[src/rtl/vmsu_rr_arbiter.sv]
// Shares one 8x8 signed/unsigned multiplier among four requesters through a two-stage pipeline.
// Define VMSU_ARB_FIXED_PRIO_EN for fixed priority (requester 0 highest) instead of round-robin.

module vmsu_mul8x8 (
  input  logic [7:0]  a,
  input  logic [7:0]  b,
  input  logic        is_signed,
  output logic [15:0] p
);
  logic [15:0] a_ext;
  logic [15:0] b_ext;

  // The low 16 bits of the sign-extended product are the exact two's complement result.
  assign a_ext = {{8{is_signed & a[7]}}, a};
  assign b_ext = {{8{is_signed & b[7]}}, b};
  assign p     = a_ext * b_ext;
endmodule

module vmsu_rr_arbiter (
  input  logic        clk,
  input  logic        rst,
  input  logic [3:0]  req_valid,
  output logic [3:0]  req_ready,
  input  logic [31:0] req_a,
  input  logic [31:0] req_b,
  input  logic [3:0]  req_ctrl,
  output logic        rsp_valid,
  input  logic        rsp_ready,
  output logic [15:0] rsp_p,
  output logic [1:0]  rsp_id,
  output logic [1:0]  inflight
);
  logic [7:0]  op_a [4];
  logic [7:0]  op_b [4];

  logic        s1_valid_reg;
  logic [7:0]  s1_a_reg;
  logic [7:0]  s1_b_reg;
  logic        s1_signed_reg;
  logic [1:0]  s1_id_reg;
  logic        s2_valid_reg;
  logic [15:0] s2_p_reg;
  logic [1:0]  s2_id_reg;
  logic [1:0]  inflight_reg;

  logic        advance1;
  logic        advance2;
  logic [1:0]  winner;
  logic        any_req;
  logic        hs;
  logic        deliver;
  logic [15:0] product;

  genvar gi;
  generate
    for (gi = 0; gi < 4; gi++) begin : g_req
      assign op_a[gi]      = req_a[8*gi +: 8];
      assign op_b[gi]      = req_b[8*gi +: 8];
      assign req_ready[gi] = rst & any_req & advance1 & (winner == 2'(gi));
    end
  endgenerate

  assign advance2 = !s2_valid_reg | rsp_ready;
  assign advance1 = !s1_valid_reg | advance2;
  assign hs       = rst & any_req & advance1;
  assign deliver  = s2_valid_reg & rsp_ready;

`ifdef VMSU_ARB_FIXED_PRIO_EN
  always_comb begin
    winner  = 2'd0;
    any_req = 1'b0;
    // Descending scan so the lowest index found last wins.
    for (int i = 3; i >= 0; i--) begin
      if (req_valid[i]) begin
        winner  = 2'(i);
        any_req = 1'b1;
      end
    end
  end
`else
  logic [1:0] ptr_reg;

  always_comb begin
    winner  = ptr_reg;
    any_req = 1'b0;
    // Descending offset scan so the requester closest to ptr wins.
    for (int i = 3; i >= 0; i--) begin
      if (req_valid[ptr_reg + 2'(i)]) begin
        winner  = ptr_reg + 2'(i);
        any_req = 1'b1;
      end
    end
  end

  always_ff @(posedge clk or negedge rst) begin
    if (!rst) begin
      ptr_reg <= 2'd0;
    end else if (hs) begin
      ptr_reg <= winner + 2'd1;
    end
  end
`endif

  vmsu_mul8x8 u_mul (
    .a         (s1_a_reg),
    .b         (s1_b_reg),
    .is_signed (s1_signed_reg),
    .p         (product)
  );

  always_ff @(posedge clk or negedge rst) begin
    if (!rst) begin
      s1_valid_reg  <= 1'b0;
      s1_a_reg      <= 8'd0;
      s1_b_reg      <= 8'd0;
      s1_signed_reg <= 1'b0;
      s1_id_reg     <= 2'd0;
      s2_valid_reg  <= 1'b0;
      s2_p_reg      <= 16'd0;
      s2_id_reg     <= 2'd0;
    end else begin
      if (advance1) begin
        s1_valid_reg <= hs;
        if (hs) begin
          s1_a_reg      <= op_a[winner];
          s1_b_reg      <= op_b[winner];
          s1_signed_reg <= req_ctrl[winner];
          s1_id_reg     <= winner;
        end
      end
      if (advance2) begin
        s2_valid_reg <= s1_valid_reg;
        if (s1_valid_reg) begin
          s2_p_reg  <= product;
          s2_id_reg <= s1_id_reg;
        end
      end
    end
  end

  always_ff @(posedge clk or negedge rst) begin
    if (!rst) begin
      inflight_reg <= 2'd0;
    end else begin
      case ({hs, deliver})
        2'b10:   inflight_reg <= inflight_reg + 2'd1;
        2'b01:   inflight_reg <= inflight_reg - 2'd1;
        default: inflight_reg <= inflight_reg;
      endcase
    end
  end

  assign rsp_valid = s2_valid_reg;
  assign rsp_p     = s2_p_reg;
  assign rsp_id    = s2_id_reg;
  assign inflight  = inflight_reg;
endmodule
[config.mk]
export PLATFORM = sky130hd
export DESIGN_NAME = vmsu_rr_arbiter
export DESIGN_NICKNAME = d
export VERILOG_FILES = /design/src/rtl/vmsu_rr_arbiter.sv
export SDC_FILE = /design/constraint.sdc
export NUM_CORES = 1
export LEC_CHECK = 0
export ABC_AREA = 1
export CORE_MARGIN = 10
export CORE_UTILIZATION = 35
export CTS_BUF_LIST = sky130_fd_sc_hd__clkbuf_2
export CTS_CLUSTER_DIAMETER = 30
export DETAILED_ROUTE_END_ITERATION = 10
export SETUP_SLACK_MARGIN = 0.5
export SYNTH_ARGS = -nofsm -noshare
export SYNTH_HDL_FRONTEND = slang
export SYNTH_SLANG_ARGS = --single-unit
[constraint.sdc]
create_clock -name clk -period 5.7 [get_ports clk]
set_input_delay 0.855 -clock clk [delete_from_list [all_inputs] [get_ports clk]]
set_output_delay 0.855 -clock clk [all_outputs]
set_load 0.05 [all_outputs]
Yosys cells after proc, flatten, opt, wreduce, memory -nomap -nowiden --
Index checks and enable logic that the tools add are counted.
Word-level totals: register bits after elaboration 43, latch bits 0, memory bits (writable) 0, memory bits (read-only) 0, input bits 75, output and inout bits 25, logic and storage cells 71, memories kept 0
Cells by class: $add $sub $neg 6, multipliers 1, div/mod/pow operators 0, magnitude comparators 6, equality and inequality tests 5, shift operators 0, muxes and demuxes 25, bitwise operators 12, reductions and logical operators 6
Operators by type and width (count):
- 8-bit binary-select mux with 2-bit select | 2
- 8-bit two-way mux | 4
- 9-bit by 9-bit multiplier with 16-bit output | 1
- 2-bit by 3-bit < comparator with 1-bit output, second input constant | 5
- 1-bit binary-select mux with 2-bit select | 5
- 1-bit bitwise AND | 9
- 1-bit two-way mux | 9
- 2-bit two-way mux | 4
- 2-bit by 1-bit adder with 2-bit output, second input constant | 3
- 2-bit equality test, second input constant | 3
- 2-bit adder, second input constant | 2
- 2-bit by 1-bit equality test with 1-bit output, second input constant | 2
- 2-bit case mux with 2 select lines | 1
- 2-bit AND reduction | 2
- 3-bit greater-or-equal comparator, second input constant | 1
- 2-bit inverter with 3-bit output | 1
- 1-bit zero test | 2
- 2-bit zero test | 1
- 1-bit bitwise OR | 2
- 2-bit nonzero test | 1
- 2-bit by 1-bit subtractor with 2-bit output, second input constant | 1

Depth between registers and ports, before layout --
Gate-level depths: netlist of run 1.
word-level depth 11, gate-level depth with buffers 22, depth with buffers taken out 21

By module --
From an unflattened synthesis of run 1, not the netlist that was laid out.
Second synthesis, totals: cell total of the unflattened synthesis 748, area total of the unflattened synthesis 5560.3 µm²
Modules (own cells, without submodules):
- vmsu_mul8x8 | instances 1, cells each 415, area each 3019.1 µm²
- vmsu_rr_arbiter | instances 1, cells each 333, area each 2541.2 µm²

Worst setup path after synthesis of run 1 --
Ideal clock, no wire load.
kind register to register, from reg s1_b_reg[7], to reg s2_p_reg[15], in the netlist rsp_p[15], setup time 0.118 ns, arrival 4.678 ns, slack 0.904 ns, cell stages (with the launch flop) 20, path buffers 1, clock period less this slack 4.796 ns, cell sequence dfrtp_1 > buf_2 > nand2_1 > or2_2 > fa_1 > fa_1 > inv_1 > fa_1 > fa_1 > inv_1 > fa_1 > inv_1 > ha_1 > a21oi_1 > o21ai_0 > nand2_1 > nand4_1 > nand3b_1 > nand3_1 > nand2_1
Between the ends: longest elaborated chain between the ends 2
RTL lines:
- start, declared | RTL line 38 | logic [7:0] s1_b_reg;
- start signal, assigned | RTL line 126 | s1_b_reg <= op_b[winner];
- 1-bit bitwise AND | RTL line 15 | assign b_ext = {{8{is_signed & b[7]}}, b};
- 9-bit by 9-bit multiplier with 16-bit output * | RTL line 16 | assign p = a_ext * b_ext;
- end signal, assigned | RTL line 134 | s2_p_reg <= product;
- end, declared | RTL line 42 | logic [15:0] s2_p_reg;
Mark *: on every way between the ends. The rest lies on a longest branch, timed or not. A chain may end at the register's enable or synchronous reset.

Worst setup path in the final report of run 1 --
from reg s1_a_reg[0], to reg s2_p_reg[10], in the netlist rsp_p[10]
Between the ends: longest elaborated chain between the ends 1
RTL lines:
- start, declared | RTL line 37 | logic [7:0] s1_a_reg;
- start signal, assigned | RTL line 125 | s1_a_reg <= op_a[winner];
- 9-bit by 9-bit multiplier with 16-bit output | RTL line 16
Every way passes these cells.

==> impl_metrics.py, run 1 <==
metrics = {
    "status": {
        "outcome": "complete, no violations",
    },
    "detailed_routing": {
        "first_pass_iters": 4,
        "vias_per_cell": 4.64,
        "ant_nets": 0,
        "wl_per_cell_um": 13.5,
        "vias": 4651,
        "drt_first_iter_violations": 148,
        "wirelength_mm": 13.6,
        "drc": 0,
    },
    "clock_network": {
        "clockBufferDepth": 2,
        "cts_root_buf": "clkbuf_2",
        "cts_tree": "yes",
        "clkSlewWorstSetupHoldPaths_ps": 260,
        "clock_latency_ps": 440,
        "htree_levels": 2,
        "cts.sinks": 43,
        "cts_made_buffers": 5,
    },
    "global_route": {
        "overflow": 0,
        "antenna_found_initial": 0,
        "track_usage_pct": 13.8,
        "grt_pass1_wl_mm": 23.7,
        "grt_pass1_vias": 4870,
        "grt_max_degree": 44,
    },
    "yosys": {
        "synthFlopType": "dfrtp_1",
        "synth.most_common_cell": "nand2_1",
        "synth_simple_gate_area_share_pct": 28.9,
        "yosysTopAreaCell": "fa_1",
        "synth_cell_types": 34,
        "syn_area_mm2": 0.00541,
        "synth.area.mux_share_pct": 0,
        "synth_edf_count": 0,
        "ys_top_cells_by_count": "nand2_1 (224), inv_1 (136), nand3_1 (90)",
        "synthAdderAreaFrac_pct": 32.1,
        "syn_nets": 910,
        "yosys.area_share.xor_xnor_pct": 1.78,
        "synth_top_family_by_area": "adder cells",
        "ys_ff_latch": 43,
        "synthCells": 734,
        "avgSynthCellArea_um2": 7.37,
        "yosys_warnings": 0,
        "ys_seq_area_share_pct": 19.9,
        "synth_compound_area_share_pct": 3.82,
        "async_flop_share_pct": 100,
        "synth_top_cell_area_share_pct": 23.3,
        "ys_top_cells_by_area": "fa_1 (23%), dfrtp_1 (20%), nand2_1 (16%)",
    },
    "die": {
        "die_area_mm2": 0.0208,
        "ioPinCount": 100,
        "fp-row-count": 45,
        "start_util_pct": 35.7,
        "core_area_mm2": 0.0151,
        "dieWidth_um": 144,
        "fp.dieH_um": 144,
    },
    "layout": {
        "area_delta_synth_final_pct": 22.0,
        "register_area_mm2": 0.00108,
        "antenna_cells": 0,
        "multi_input_area_mm2": 0.00362,
        "largest_reg_flops": 16,
        "fillerInstances": 1569,
        "final_nets": 990,
        "final_core_util_pct": 43.6,
        "drive_above_1_share_pct": 5.77,
    },
    "setup_path": {
        "cp.arrival_ps": 5200,
        "critical_path_required_ps": 6070,
        "startpoint": "s1_a_reg[0]",
        "worstSetupStartpointType": "register",
        "crit-reg2reg-launch": "s1_a_reg[0]",
        "crit_type": "reg -> reg",
        "cp_max_fo": 10,
        "endpoint_kind": "register",
    },
    "placed_design": {
        "portBuffers": 99,
        "hpwlAfterDp_mm": 11.0,
        "gp_congestion": 0.847,
    },
    "sta": {
        "relSlewSlack_pct": 55.1,
        "hold_viol": 0,
        "setup_viol": 0,
        "fmax_mhz": 207,
        "final.min_clock_period_ps": 4830,
        "rsz0062_at_grt": "false",
        "slew_violations": 0,
        "fin_crit_sh_pct": 84.7,
        "tns_ps": 0,
        "finClkSkew_ps": 12.6,
        "tightest_slew_ps": 672,
    },
    "min_path": {
        "hp-class": "in -> async",
    },
    "flow_run": {
        "cap_violations": 0,
    },
}
metrics by stage:
stage / cell area, um2 / hold WS [ps] / setup slack, ps / cells
after floorplan: 5410 / 448 / 904 / 734
after global placement: 6470 / 457 / 861 / 990
after detailed placement: 6470 / 464 / 742 / 990
after CTS: 6540 / 476 / 683 / 998
after global routing: 6600 / 520 / 520 / 1003
final: 6600 / 486 / 874 / 1003
cells by family after synthesis:
family / count (synthesis)
adder cells (fa/ha/maj): 101
AO/OA/AOI/OAI: 36
AND/OR/NAND/NOR: 367
flip-flops: 43
buffers and inverters: 176
XOR/XNOR: 11
path summary, 6_finish.rpt:
check | to | slack, ps | cells after the start
worst min-delay path | rsp_p[2] | 490 | 2
min in group clk | inflight[1] | 510 | 1
worst max register to register | rsp_p[10] | 870 | 15
max in group asynchronous | s1_b_reg[0] | 4820 | 2
worst min register to register | inflight[1] | 510 | 1
worst max-delay path | rsp_p[10] | 870 | 15
layout make-up:
cell class,count,area share (%)
inverters,141,8.14
clock inverters,3,0.721
repair buffers,108,16.0
well taps,188,3.57
flip-flops and latches,43,16.4
multi-input cells,515,54.8
clock buffers,5,0.379
routing by layer:
metal | vias to the layer above | GRT usage [%] | share of wire [%]
met4 | 0 | 1.97 | 0.58
met1 | 2151 | 18.0 | 46
met2 | 119 | 22.9 | 45
met3 | 5 | 3.77 | 8.1
met5 | - | 0 | 0
li1 | 2376 | - | -
critical path, stage by stage, from the launching register on:
cell	delay, ps
dfrtp_2	530
or2_2	330
fa_1	510
fa_1	540
inv_1	50
fa_1	500
fa_1	540
inv_1	50
fa_1	520
inv_1	40
ha_1	320
nand2_1	100
o21ai_0	240
a21oi_1	80
or2_2	280
a31oi_1	130
cells in the final DEF, fill, tap and decap left out, drive strengths merged:
master / Yosys / final
a31oi: 4 / 4
fa: 63 / 63
nand3b: 1 / 1
nor2: 31 / 31
o21ai: 15 / 15
o211a: 1 / 1
a21oi: 11 / 11
bufinv: 0 / 1
clkdlybuf4s50: 0 / 98
o21a: 1 / 1
xnor2: 5 / 5
o31ai: 1 / 1
nand3: 91 / 91
nand2: 234 / 234
a211oi: 1 / 1
xor2: 6 / 6
clkinv: 0 / 1
nor3: 2 / 2
clkbuf: 19 / 5
buf: 16 / 10
ha: 38 / 38
nand4: 3 / 3
or2: 4 / 4
nand2b: 1 / 1
o21bai: 2 / 2
inv: 141 / 142
dfrtp: 43 / 43
repair_timing:
item,CTS,global route
setup endpoints to repair,0,5
buffers inserted,0,5
resized for setup,0,8
hold buffers,0,0
Power of run 1 is not shown: default switching activity piles up to over one toggle a cycle in this logic, so the estimate is an artifact.
==> run 2: changes to the inputs <==
==> constraint.sdc (replaced) <==
create_clock -name clk -period 4.3 [get_ports clk]
set_input_delay 0.645 -clock clk [delete_from_list [all_inputs] [get_ports clk]]
set_output_delay 0.645 -clock clk [all_outputs]
set_load 0.05 [all_outputs]
==> impl_metrics.py, run 2 (synthesis gave the netlist of run 1 again) <==
metrics = {
    "global_route": {
        "track_usage_pct": 14.7,
        "antenna_found_initial": 1,
        "grt_max_degree": 44,
        "grt_pass1_vias": 5191,
        "grt_pass1_wl_mm": 25.0,
        "overflow": 0,
    },
    "die": {
        "fp-row-count": 45,
        "fp.dieH_um": 144,
        "dieWidth_um": 144,
        "die_area_mm2": 0.0208,
        "core_area_mm2": 0.0151,
        "start_util_pct": 35.7,
        "ioPinCount": 100,
    },
    "setup_path": {
        "r2r_end": "rsp_p[9]",
        "cp_max_fo": 3,
        "critical_path_required_ps": 4670,
        "worstSetupStartpointType": "register",
        "r2r_cells": 18,
        "cp_slowest_stage_delay_ps": 540,
        "crit-reg2reg-launch": "s1_signed_reg",
        "startpoint": "s1_signed_reg",
        "cp.arrival_ps": 4820,
        "endpoint_kind": "register",
        "crit_type": "reg -> reg",
        "cp_num_cells": 18,
        "path_delay_family": "adder cells",
        "worstPathCellList": "nand2_4, nor2_4, inv_2, fa_1, inv_1, fa_1, fa_1, fa_1, inv_1, fa_1, inv_2, ha_4, a21oi_4, buf_4, o31ai_4, buf_4, xnor2_2, o21ai_0",
        "r2r_slack_ps": -150,
        "cp_slowest_cell": "fa_1",
        "path_common_cell": "fa_1",
        "worstPathBufferInverterCount": 6,
    },
    "detailed_routing": {
        "vias_per_cell": 4.57,
        "vias": 4855,
        "wirelength_mm": 14.2,
        "drc": 0,
        "drt_first_iter_violations": 223,
        "ant_nets": 0,
        "first_pass_iters": 5,
        "wl_per_cell_um": 13.4,
    },
    "clock_network": {
        "htree_levels": 2,
        "clkSlewWorstSetupHoldPaths_ps": 280,
        "cts_made_buffers": 5,
        "cts.sinks": 43,
        "clock_latency_ps": 460,
        "clockBufferDepth": 2,
        "cts_root_buf": "clkbuf_2",
        "cts_tree": "yes",
        "hold_buffers": 0,
    },
    "sta": {
        "rsz0062_at_grt": "true",
        "tns_ps": -614,
        "setup_ws_ps": -145,
        "hold_viol": 0,
        "final.min_clock_period_ps": 4450,
        "fin_crit_sh_pct": 103,
        "finClkSkew_ps": 37.6,
        "setup_viol": 7,
        "tightest_slew_ps": 657,
        "relSlewSlack_pct": 56.2,
        "whs_ps": 263,
        "slew_violations": 0,
        "fmax_mhz": 225,
    },
    "layout": {
        "fin_area_mm2": 0.00740,
        "drive_above_1_share_pct": 18.3,
        "final_common_cell": "nand2_1",
        "final_nets": 1050,
        "register_area_mm2": 0.00108,
        "multi_input_area_mm2": 0.00397,
        "final_cell_mix": "nand2_1 (215), inv_1 (126), clkdlybuf4s50_1 (94)",
        "largest_reg_flops": 16,
        "area_delta_synth_final_pct": 36.8,
        "fillerInstances": 1491,
    },
    "placed_design": {
        "portBuffers": 99,
        "pre_cts_ws_ps": -138,
        "gp_congestion": 0.830,
        "hpwlAfterDp_mm": 11.7,
        "placed_area_mm2": 0.00704,
    },
    "min_path": {
        "hp-class": "in -> async",
    },
    "status": {
        "outcome": "complete, but fails checks",
        "violations": "setup timing",
    },
    "flow_run": {
        "cap_violations": 0,
    },
}
==> run 2: worst reg2reg max path: cells and delay by family (launching register included) <==
kind,cells,cell delay [ps]
xor+xnor,1,120
compound gates,3,350
buf+inv,6,490
simple gates,2,200
flops,1,520
fa+ha+maj,6,2660
==> run 2: what timing repair did <==
| item | CTS | global route |
|---|---|---|
| buffers inserted | 3 | 10 |
| gates resized for setup | 27 | 27 |
| hold endpoints to repair | 0 | 0 |
| pin swaps | 18 | 39 |
| endpoints found under the setup margin | 10 | 10 |
==> run 2: metal layers <==
layer  share of wire [%]  routed length (um)  GRT usage (%)
met2                  47                6690           24.9
met3                 7.1                1020           3.71
met1                  45                6410           18.7
met4                0.88                 125           2.39
met5                   0                   0              0
==> run 2: area by class of cell <==
cell class,instances,area share (%)
multi-input cells,515,53.7
repair buffers,168,20.6
flip-flops and latches,43,14.6
inverters,141,7.36
well taps,188,3.18
clock buffers,5,0.338
clock inverters,2,0.186
diodes,1,0.0338
==> run 2: worst max path at each step <==
stage	end	slack [ps]
2_1_floorplan	rsp_p[15]	40
3_3_place_gp	rsp_p[15]	-70
3_5_place_dp	rsp_p[15]	-140
4_1_cts	rsp_p[15]	-210
5_1_grt	rsp_p[15]	-300
6_report	rsp_p[9]	-150
==> run 2: per-stage QoR <==
step / instances / utilization, %
global route: 1063 / 48.9
CTS: 1052 / 47.6
finish: 1063 / 48.9
global placement: 1042 / 46.5
floorplan: 734 / -
detailed placement: 1042 / 46.5
Power of run 2 is left out for the same reason.
